==> src/rtl/outpkt_multi_record.sv <==
// Packs up to RECORDS_PER_PKT same-id records into one packet (header, header checksum,
// payload, payload checksum) and streams it as 16-bit words through an FWFT read port.
module outpkt_multi_record #(
  parameter logic [7:0]  VERSION         = 8'd2,
  parameter logic [7:0]  PKT_TYPE        = 8'h81,
  parameter int unsigned REC_BYTES       = 14,
  parameter int unsigned RECORDS_PER_PKT = 4,
  parameter int unsigned TIMEOUT         = 256
) (
  input  logic                   CLK,
  input  logic                   rst,
  input  logic [REC_BYTES*8-1:0] din,
  input  logic [15:0]            pkt_id_in,
  input  logic                   wr_en,
  output logic                   full,
  output logic [15:0]            dout,
  input  logic                   rd_en,
  output logic                   empty,
  output logic                   pkt_end,
  output logic [15:0]            pkt_count
);

  localparam int unsigned RecW        = REC_BYTES * 8;
  localparam int unsigned WordsPerRec = REC_BYTES / 2;
  localparam int unsigned CntW        = $clog2(RECORDS_PER_PKT + 1);
  localparam int unsigned SlotW       = (RECORDS_PER_PKT > 1) ? $clog2(RECORDS_PER_PKT) : 1;
  localparam int unsigned WrdW        = (WordsPerRec > 1) ? $clog2(WordsPerRec) : 1;
  localparam int unsigned IdleW       = (TIMEOUT > 0) ? $clog2(TIMEOUT + 1) : 1;

  typedef enum logic [2:0] {StFill, StHdr, StHcs, StData, StDcs} state_e;

  state_e            state_q;
  logic [CntW-1:0]   count_q;
  logic [15:0]       cur_id_q;
  logic              pend_valid_q;
  logic [15:0]       pend_id_q;
  logic [IdleW-1:0]  idle_q;
  logic [31:0]       acc_q;
  logic              half_q;
  logic [2:0]        idx_q;
  logic [SlotW-1:0]  rec_q;
  logic [WrdW-1:0]   wrd_q;
  logic [15:0]       dout_q;
  logic              pkt_end_q;
  logic              empty_q;
  logic [15:0]       pkt_count_q;
  logic [RecW-1:0]   buf_q [RECORDS_PER_PKT];
  logic [RecW-1:0]   pend_rec_q;

  logic        wr_acc, id_match, wr_new, wr_same, wr_pend, fills_up, timeout_hit, flush;
  logic        pop, pop_last, load, seq_valid, seq_last;
  logic [15:0] seq_word, rec_word;
  logic [23:0] len;
  logic [31:0] acc_add;

  assign full      = (state_q != StFill) | pend_valid_q;
  assign dout      = dout_q;
  assign empty     = empty_q;
  assign pkt_end   = pkt_end_q;
  assign pkt_count = pkt_count_q;

  assign wr_acc      = wr_en & ~full;
  assign id_match    = (pkt_id_in == cur_id_q);
  assign wr_new      = wr_acc & (count_q == '0);
  assign wr_same     = wr_acc & (count_q != '0) & id_match;
  assign wr_pend     = wr_acc & (count_q != '0) & ~id_match;
  assign fills_up    = (wr_new | wr_same) &
                       ((count_q + CntW'(1)) == CntW'(RECORDS_PER_PKT));
  // A same-cycle write beats the idle timeout.
  assign timeout_hit = (TIMEOUT != 0) & (state_q == StFill) & (count_q != '0) & ~wr_acc &
                       (idle_q == IdleW'(TIMEOUT));
  assign flush       = wr_pend | fills_up | timeout_hit;

  assign pop      = rd_en & ~empty_q;
  assign pop_last = pop & pkt_end_q;
  assign len      = 24'(count_q) * 24'(REC_BYTES);
  assign rec_word = 16'(buf_q[rec_q] >> {wrd_q, 4'b0000});

  always_comb begin
    seq_valid = 1'b0;
    seq_last  = 1'b0;
    seq_word  = '0;
    case (state_q)
      StHdr: begin
        seq_valid = 1'b1;
        case (idx_q)
          3'd0:    seq_word = {PKT_TYPE, VERSION};
          3'd1:    seq_word = 16'h0000;
          3'd2:    seq_word = len[15:0];
          3'd3:    seq_word = {8'h00, len[23:16]};
          default: seq_word = cur_id_q;
        endcase
      end
      StHcs: begin
        seq_valid = 1'b1;
        seq_word  = idx_q[0] ? ~acc_q[31:16] : ~acc_q[15:0];
      end
      StData: begin
        seq_valid = 1'b1;
        seq_word  = rec_word;
      end
      StDcs: begin
        // idx 2 means both checksum words are out; wait for the last one to be consumed.
        seq_valid = ~idx_q[1];
        seq_last  = idx_q[0];
        seq_word  = idx_q[0] ? ~acc_q[31:16] : ~acc_q[15:0];
      end
      default: ;
    endcase
  end

  assign load    = seq_valid & (empty_q | rd_en);
  assign acc_add = half_q ? {seq_word, 16'h0000} : {16'h0000, seq_word};

  always_ff @(posedge CLK or posedge rst) begin
    if (rst) begin
      state_q      <= StFill;
      count_q      <= '0;
      cur_id_q     <= '0;
      pend_valid_q <= 1'b0;
      pend_id_q    <= '0;
      idle_q       <= '0;
      acc_q        <= '0;
      half_q       <= 1'b0;
      idx_q        <= '0;
      rec_q        <= '0;
      wrd_q        <= '0;
      dout_q       <= '0;
      pkt_end_q    <= 1'b0;
      empty_q      <= 1'b1;
      pkt_count_q  <= '0;
    end else begin
      if (load) begin
        dout_q    <= seq_word;
        pkt_end_q <= seq_last;
        empty_q   <= 1'b0;
      end else if (pop) begin
        pkt_end_q <= 1'b0;
        empty_q   <= 1'b1;
      end
      if (pop_last) pkt_count_q <= pkt_count_q + 16'd1;

      if ((state_q != StFill) || wr_acc) begin
        idle_q <= '0;
      end else if ((count_q != '0) && (idle_q != IdleW'(TIMEOUT))) begin
        idle_q <= idle_q + IdleW'(1);
      end

      case (state_q)
        StFill: begin
          if (wr_new) begin
            cur_id_q <= pkt_id_in;
            count_q  <= CntW'(1);
          end else if (wr_same) begin
            count_q <= count_q + CntW'(1);
          end
          if (wr_pend) begin
            pend_valid_q <= 1'b1;
            pend_id_q    <= pkt_id_in;
          end
          if (flush) begin
            state_q <= StHdr;
            idx_q   <= '0;
            acc_q   <= '0;
            half_q  <= 1'b0;
          end
        end
        StHdr: begin
          if (load) begin
            acc_q  <= acc_q + acc_add;
            half_q <= ~half_q;
            if (idx_q == 3'd4) begin
              state_q <= StHcs;
              idx_q   <= '0;
            end else begin
              idx_q <= idx_q + 3'd1;
            end
          end
        end
        StHcs: begin
          if (load) begin
            if (idx_q[0]) begin
              state_q <= StData;
              acc_q   <= '0;
              half_q  <= 1'b0;
              rec_q   <= '0;
              wrd_q   <= '0;
            end else begin
              idx_q <= idx_q + 3'd1;
            end
          end
        end
        StData: begin
          if (load) begin
            acc_q  <= acc_q + acc_add;
            half_q <= ~half_q;
            if (wrd_q == WrdW'(WordsPerRec - 1)) begin
              wrd_q <= '0;
              if (CntW'(rec_q) == (count_q - CntW'(1))) begin
                state_q <= StDcs;
                idx_q   <= '0;
              end else begin
                rec_q <= rec_q + SlotW'(1);
              end
            end else begin
              wrd_q <= wrd_q + WrdW'(1);
            end
          end
        end
        StDcs: begin
          if (load) idx_q <= idx_q + 3'd1;
          if (pop_last) begin
            state_q <= StFill;
            if (pend_valid_q) begin
              cur_id_q     <= pend_id_q;
              count_q      <= CntW'(1);
              pend_valid_q <= 1'b0;
            end else begin
              count_q <= '0;
            end
          end
        end
        default: state_q <= StFill;
      endcase
    end
  end

  // Record storage needs no reset: count_q alone decides which slots are live.
  always_ff @(posedge CLK) begin
    if (pop_last && pend_valid_q) begin
      buf_q[0] <= pend_rec_q;
    end else if (wr_new) begin
      buf_q[0] <= din;
    end else if (wr_same) begin
      buf_q[SlotW'(count_q)] <= din;
    end
    if (wr_pend) pend_rec_q <= din;
  end

endmodule

==> config.mk <==
export PLATFORM = sky130hd
export DESIGN_NAME = outpkt_multi_record
export DESIGN_NICKNAME = d
export VERILOG_FILES = /design/src/rtl/outpkt_multi_record.sv
export SDC_FILE = /design/constraint.sdc
export NUM_CORES = 1
export LEC_CHECK = 0
export BUFFER_PORTS_ARGS = -buffer_cell sky130_fd_sc_hd__buf_2
export CORE_UTILIZATION = 45
export DETAILED_ROUTE_END_ITERATION = 16
export PLACE_DENSITY_LB_ADDON = 0.3
export SLEW_MARGIN = 10
export SYNTH_ARGS = -nofsm -noshare
export SYNTH_HDL_FRONTEND = slang
export SYNTH_SLANG_ARGS = --single-unit
==> constraint.sdc <==
create_clock -name CLK -period 19.7 [get_ports CLK]
set_input_delay 0.985 -clock CLK [delete_from_list [all_inputs] [get_ports CLK]]
set_output_delay 0.985 -clock CLK [all_outputs]
set_load 0.01 [all_outputs]
==> results.json, run 1 <==
{
  "slowest_stage": "buf_4",
  "fp.coreArea_um2": 64800,
  "setup_viol": 0,
  "synth-edff-count": 560,
  "crit_arrival_ns": 7.53,
  "syn_area_um2": 29700,
  "dp_hpwl_mm": 41.8,
  "cellPowerDensity_nw_per_um2": 130,
  "vdd.ir_drop.worst_v": 0.0000755,
  "rr_worst_depth": 18,
  "timing.rr.end": "acc_q[31]$_DFFE_PP0P_",
  "cts_hold_buf": 0,
  "grt_pass1_wl_mm": 101,
  "relSlewSlack_pct": 25.9,
  "crit_type": "register to register",
  "areaGrowthSynthToFinish_pct": 14.1,
  "cts_tree": "done",
  "multi_input_area_um2": 9370,
  "start_kind": "register",
  "cts_sinks": 683,
  "cts_made_buffers": 73,
  "drc": 0,
  "synthFlopType": "edfxtp_1",
  "syn-num-nets": 1973,
  "skew_ns": 0.0259,
  "start_util_pct": 45.9,
  "p_leak_nw": 11.8,
  "report.final.slew_viol_count": 0,
  "track_usage_pct": 19.8,
  "yosysUniqueCellTypes": 73,
  "gp_congestion": 0.883,
  "die_height_um": 259,
  "fin_nets": 2156,
  "slowest_delay_ns": 0.91,
  "area.sequential_um2": 19900,
  "tns_ns": 0,
  "grt_overflow": 0,
  "drive_above_1_share_pct": 29.8,
  "wl_per_cell_um": 22.6,
  "fmax_mhz": 142,
  "nFillCells": 5250,
  "routed_wirelength_mm": 65.2,
  "yosysSeqAreaShare_pct": 66.9,
  "crit_path_cell_trace": "buf_4 > buf_4 > mux4_2 > mux4_2 > mux2i_1 > nor2_1 > a221oi_2 > nor2_1 > ha_1 > and3_1 > nand2_1 > or2_0 > o211ai_2 > a21oi_1 > a31oi_1 > or4_4 > a41o_1 > a22o_1",
  "place_area_um2": 31500,
  "fp.dieArea_um2": 67100,
  "clock_path_buffers": 3,
  "synthCells": 1790,
  "drtIter0Drc": 1230,
  "via_count": 16300,
  "antenna_found_initial": 1,
  "ctsHtreeMaxLevel": 3,
  "ios": 167,
  "grt_pass1_vias": 16400,
  "cts_resized": 0,
  "finalInstanceArea_um2": 33900,
  "min_path_cells": 1,
  "end_kind": "register",
  "drv_cap": 0,
  "grt_max_degree": 71,
  "ys_ff_latch": 683,
  "rsz0062_at_grt": "no",
  "period_needed_ns": 7.04,
  "avgSynthCellArea_um2": 16.6,
  "whs_endpoint": "pkt_count[15]$_DFFE_PP0P_",
  "fp.dieW_um": 259,
  "worst_slew_pin_slew_ns": 1.10,
  "hold_class": "register to register",
  "async_reset_ff_share_pct": 18.0,
  "final_common_cell": "edfxtp_1",
  "cp.required_ns": 20.20,
  "yosys_warnings": 0,
  "finalCritPeriodShare_pct": 35.7,
  "numPortBuffers": 166,
  "drtPass1Iterations": 5,
  "status": "completed",
  "num_rows": 93,
  "reg2reg_slack_ns": 12.66,
  "timing_hold_violations_final": 0,
  "clk_pin_slew_ns": 0.06,
  "most-common-layout-cells": "edfxtp_1 (560), buf_2 (166), nand2_1 (137)",
  "viasPerCell": 5.65,
  "root_buffer": "clkbuf_16",
  "fin_util_pct": 52.3,
  "critPathMaxFanout": 51,
  "reg2reg_from": "rec_q[0]$_DFFE_PP0P_",
  "holdCritStartpoint": "pkt_count[15]$_DFFE_PP0P_",
  "cts_setup_buffers": 0,
  "drtAntennaViolNets": 0,
  "clock_latency_ns": 0.63
}
power by group:
group	switching, mW	leakage [nW]	total (mW)	internal (mW)
Clock	0.578	1.18	1.38	0.807
Sequential	0.120	6.63	1.82	1.70
Combinational	0.712	3.98	1.21	0.494
registers in the layout, summed over array words and instances, names as in the netlist, 9 cells and up:
register,flops
pend_rec_q,112
cur_id_q,16
idle_q,9
buf_q,448
acc_q,32
pend_id_q,16
dout,16
pkt_count,16
routing by layer:
layer  vias to the layer above  track usage (%)  part of all wire [%]
met3                        91             3.60                   5.6
met5                         -                0                 0.017
met4                         2             5.14                   1.9
met1                      8392             28.4                    45
met2                       474             31.3                    48
li1                       7380                -                     -
cell type report:
| type | instances | share of cell area (%) |
|---|---|---|
| Multi-Input combinational cell | 999 | 27.6 |
| Tap cell | 855 | 3.15 |
| Clock inverter | 49 | 1.55 |
| Clock buffer | 87 | 5.63 |
| Inverter | 24 | 0.273 |
| Antenna cell | 2 | 0.0148 |
| Sequential cell | 683 | 58.7 |
| Timing Repair Buffer | 192 | 3.03 |
how the worst max path moves through the flow:
stage | endpoint | startpoint | slack, ns
2_1_floorplan | buf_q[0][0]$_DFFE_PP_ | pkt_id_in[13] | 4.13
3_3_place_gp | acc_q[30]$_DFFE_PP0P_ | rec_q[0]$_DFFE_PP0P_ | 12.59
3_5_place_dp | acc_q[31]$_DFFE_PP0P_ | rec_q[0]$_DFFE_PP0P_ | 12.56
4_1_cts | acc_q[31]$_DFFE_PP0P_ | rec_q[0]$_DFFE_PP0P_ | 12.55
5_1_grt | acc_q[31]$_DFFE_PP0P_ | rec_q[0]$_DFFE_PP0P_ | 12.10
6_report | acc_q[31]$_DFFE_PP0P_ | rec_q[0]$_DFFE_PP0P_ | 12.66
cell usage after synthesis, drive strengths merged (21+ instances only):
cell    instances  area, um^2
edfxtp        560       16800
a21oi          42         218
o31ai          23         173
buf            53         309
inv            24        90.1
a31oi          23         150
mux4          127        2860
nor2           94         358
xor2           24         210
clkbuf         31         116
nand2         138         518
mux2          132        1490
dfrtp         122        3050
nor2b          21         131
mux2i          47         470
xnor2          47         412
o21ai          68         340
ha             47         588
logic make-up after synthesis:
logic type / Yosys count / share of synthesized area (%)
adder cells (fa/ha/maj): 51 / 2.25
multiplexers: 306 / 16.2
XOR/XNOR: 71 / 2.09
AO/OA/AOI/OAI: 236 / 5.62
AND/OR/NAND/NOR: 335 / 5.17
flip-flops: 683 / 66.9
buffers and inverters: 108 / 1.73
worst max-delay path, delay by kind of cell (launching register included):
kind	cells	cell delay (ns)
compound gates	6	1.32
fa+ha+maj	1	0.34
buf+inv	2	1.67
flops	1	0.73
mux	3	1.57
simple gates	6	1.20
metrics by stage:
| step | cells | power [mW] | hold WS (ns) | worst slack (ns) |
|---|---|---|---|---|
| after floorplan | 1790 | 2.71 | 0.476 | 4.13 |
| after global placement | 2753 | 3.03 | 0.456 | 12.59 |
| after detailed placement | 2753 | 3.05 | 0.465 | 12.56 |
| after CTS | 2889 | 4.44 | 0.476 | 12.55 |
| after global routing | 2889 | 4.61 | 0.513 | 12.10 |
| final | 2891 | 4.41 | 0.473 | 12.66 |
(Power assumes the default switching activity.)
==> run 2: changes to the inputs <==
Settings changed: ABC_AREA set to 1.
Clock period 19.7 ns to 6.1 ns, I/O delays scaled along.
==> results.json, run 2 <==
{
  "worst_slew_pin_slew_ns": 1.22,
  "most-common-layout-cells": "nand2_1 (781), edfxtp_1 (560), nor2_1 (332)",
  "holdCritStartpoint": "pkt_id_in[0]",
  "crit_type": "register to register",
  "reg2reg_from": "idx_q[0]$_DFFE_PP0P_",
  "drtAntennaViolNets": 0,
  "fp.coreArea_um2": 67200,
  "drtIter0Drc": 1989,
  "timing.critical_path.mode_cell": "nand2_1",
  "report.final.slew_viol_count": 0,
  "start_util_pct": 45.5,
  "cts_resized": 0,
  "synth_top_area_cell": "edfxtp_1",
  "fin_util_pct": 53.6,
  "fin_nets": 3387,
  "rsz0062_at_grt": "no",
  "whs_endpoint": "pend_id_q[0]$_DFFE_PP0P_",
  "die_height_um": 263,
  "synth_top_area_share_pct": 55.0,
  "skew_ns": 0.0204,
  "start_kind": "register",
  "setup_viol": 0,
  "fmax_mhz": 200,
  "reg.largest.list": "buf_q: 448 flops, pend_rec_q: 112 flops, acc_q: 32 flops",
  "period_needed_ns": 4.99,
  "async_reset_ff_share_pct": 18.0,
  "yosys-top-cells-count": "nand2_1 (782), edfxtp_1 (560), nor2_1 (335), o21ai_0 (297), inv_1 (150)",
  "synth_area_leaders": "edfxtp_1 (55%), dfrtp_1 (10%), nand2_1 (9.6%), o21ai_0 (4.9%), nor2_1 (4.1%)",
  "slowest_delay_ns": 0.55,
  "cp.required_ns": 6.60,
  "syn_area_um2": 30600,
  "drtPass1Iterations": 6,
  "root_buffer": "clkbuf_16",
  "ios": 167,
  "p_clk_share_pct": 27.9,
  "track_usage_pct": 24.2,
  "routed_wirelength_mm": 83.7,
  "dp_hpwl_mm": 53.3,
  "power.switching_mw": 6.34,
  "cts_sinks": 683,
  "finalInstanceArea_um2": 36000,
  "drc": 0,
  "yosysUniqueCellTypes": 53,
  "viasPerCell": 5.48,
  "clock_latency_ns": 0.62,
  "crit_path_cell_trace": "clkinv_1 > ha_1 > inv_1 > nor2_1 > inv_1 > nand3_1 > o21ai_0 > a32o_1 > a31oi_1 > nor2_1 > ha_1 > inv_1 > nor3_1 > a31oi_1 > o21bai_1 > nand2_1 > nand2_1 > nand2_1 > nand3_1 > nand2_1",
  "min_path_cells": 3,
  "areaGrowthSynthToFinish_pct": 17.8,
  "slowest_stage": "nand3_1",
  "synthCells": 2931,
  "drv_cap": 0,
  "syn-num-nets": 3114,
  "critPathMaxFanout": 17,
  "hold_class": "input pin to register",
  "finalCritPeriodShare_pct": 81.8,
  "fp.dieW_um": 263,
  "wl_per_cell_um": 20.2,
  "ys_ff_latch": 683,
  "max_flop_register": "buf_q",
  "synth_most_common_cell": "nand2_1",
  "grt_pass1_wl_mm": 128,
  "drive_above_1_share_pct": 10.8,
  "cts_tree": "done",
  "pwr-share-seq_pct": 35.9,
  "p_leak_nw": 14.0,
  "largest_reg_flops": 448,
  "internal_power_mw": 9.81,
  "clock_path_buffers": 3,
  "place_area_um2": 32300,
  "yosysSeqAreaShare_pct": 65.1,
  "nFillCells": 5672,
  "grt_overflow": 0,
  "numPortBuffers": 166,
  "gp_congestion": 0.934,
  "num_rows": 95,
  "cts_made_buffers": 75,
  "crit_arrival_ns": 5.49,
  "clk_pin_slew_ns": 0.06,
  "synthFlopType": "edfxtp_1",
  "worstSetupStartpoint": "idx_q[0]$_DFFE_PP0P_",
  "timing.rr.end": "acc_q[30]$_DFFE_PP0P_",
  "cellPowerDensity_nw_per_um2": 449,
  "fp.dieArea_um2": 69000,
  "relSlewSlack_pct": 18.3,
  "yosys_warnings": 0,
  "reg2reg_slack_ns": 1.11,
  "grt_max_degree": 113,
  "synth-edff-count": 560,
  "rr_worst_depth": 20,
  "vdd.ir_drop.worst_v": 0.000266,
  "end_kind": "register",
  "via_count": 22700,
  "avgSynthCellArea_um2": 10.4,
  "grt_pass1_vias": 22400,
  "ctsHtreeMaxLevel": 3,
  "status": "completed",
  "netSwitchingFraction_pct": 39.3,
  "timing_hold_violations_final": 0,
  "final_common_cell": "nand2_1",
  "antenna_found_initial": 0,
  "power_frac_comb_pct": 36.2
}
-- run 2: changes by cell type in the layout (fill, tap and decap cells not counted), sizes merged, moves of 127 or more --
cell | previous run | this run
inv | 26 | 159
o21ai | 68 | 322
mux4 | 127 | 0
dlygate4sd3 | 0 | 129
nor2 | 94 | 342
mux2 | 132 | 0
nand2 | 138 | 786
-- run 2: power groups by stage --
| stage | sequential [mW] | combinational (mW) | clock [mW] |
|---|---|---|---|
| 2_1_floorplan | 5.73 | 3.82 | 0 |
| 3_3_place_gp | 5.88 | 5.66 | 0 |
| 3_5_place_dp | 5.89 | 5.72 | 0 |
| 4_1_cts | 5.80 | 5.81 | 4.58 |
| 5_1_grt | 5.85 | 6.46 | 4.76 |
| 6_report | 5.80 | 5.84 | 4.51 |
-- run 2: final cells by class --
class                   count  area (um^2)  area share, %
flip-flops and latches    683        19900           55.3
multi-input cells        1949         9410           26.1
repair buffers            336         2530           7.03
clock buffers              95         2000           5.54
well taps                 873         1090           3.03
inverters                 159          609           1.69
clock inverters            43          455           1.27
diodes                      1         2.50        0.00695
-- run 2: how the worst max path moves through the flow --
stage,end,slack [ns],cells past startpoint
after global routing,acc_q[24]$_DFFE_PP0P_,0.70,23
after CTS,acc_q[19]$_DFFE_PP0P_,1.16,22
after global placement,acc_q[30]$_DFFE_PP0P_,1.12,20
after floorplan,buf_q[1][0]$_DFFE_PP_,-0.20,7
final,acc_q[30]$_DFFE_PP0P_,1.11,20
after detailed placement,acc_q[31]$_DFFE_PP0P_,1.18,23
-- run 2: metrics by stage --
step / setup slack, ns / TNS [ns] / power (mW) / hold slack (ns) / instances
after floorplan: -0.204 / -68.53 / 9.54 / 0.404 / 2931
after global placement: 1.12 / 0 / 11.5 / 0.454 / 3871
after detailed placement: 1.18 / 0 / 11.6 / 0.459 / 3871
after CTS: 1.16 / 0 / 16.2 / 0.0192 / 4138
after global routing: 0.703 / 0 / 17.1 / 0.0466 / 4138
final: 1.11 / 0 / 16.2 / 0.0476 / 4139
-- run 2: cell families (layout without fill, tap and decap cells) --
family                   count (synthesis)  count (layout)  synth area share, %
adder cells (fa/ha/maj)                 51              51                 2.19
other                                    0               1                    0
XOR/XNOR                                35              35                 1.00
flip-flops                             683             683                 65.1
AND/OR/NAND/NOR                       1272            1272                 16.6
buffers and inverters                  299             633                 4.33
AO/OA/AOI/OAI                          591             591                 10.8
-- run 2: repair_timing --
action / in CTS / in global routing
setup buffers: 0 / 0
endpoints found under the hold margin: 180 / 0
setup endpoints to repair: 0 / 0
hold buffers: 129 / 0
-- run 2: critical path, delay by kind of cell (launching register included) --
family | cells | cell delay, ns
simple gates | 9 | 1.81
compound gates | 5 | 1.63
fa+ha+maj | 2 | 0.58
buf+inv | 4 | 0.46
flops | 1 | 0.38
-- run 2: metal layers --
metal / GRT usage [%] / routed length (um) / up-vias
li1: - / - / 10700
met1: 33.0 / 36500 / 11100
met2: 38.9 / 39300 / 773
met3: 4.23 / 5100 / 145
met4: 8.73 / 2700 / 0
met5: 0 / 0 / -
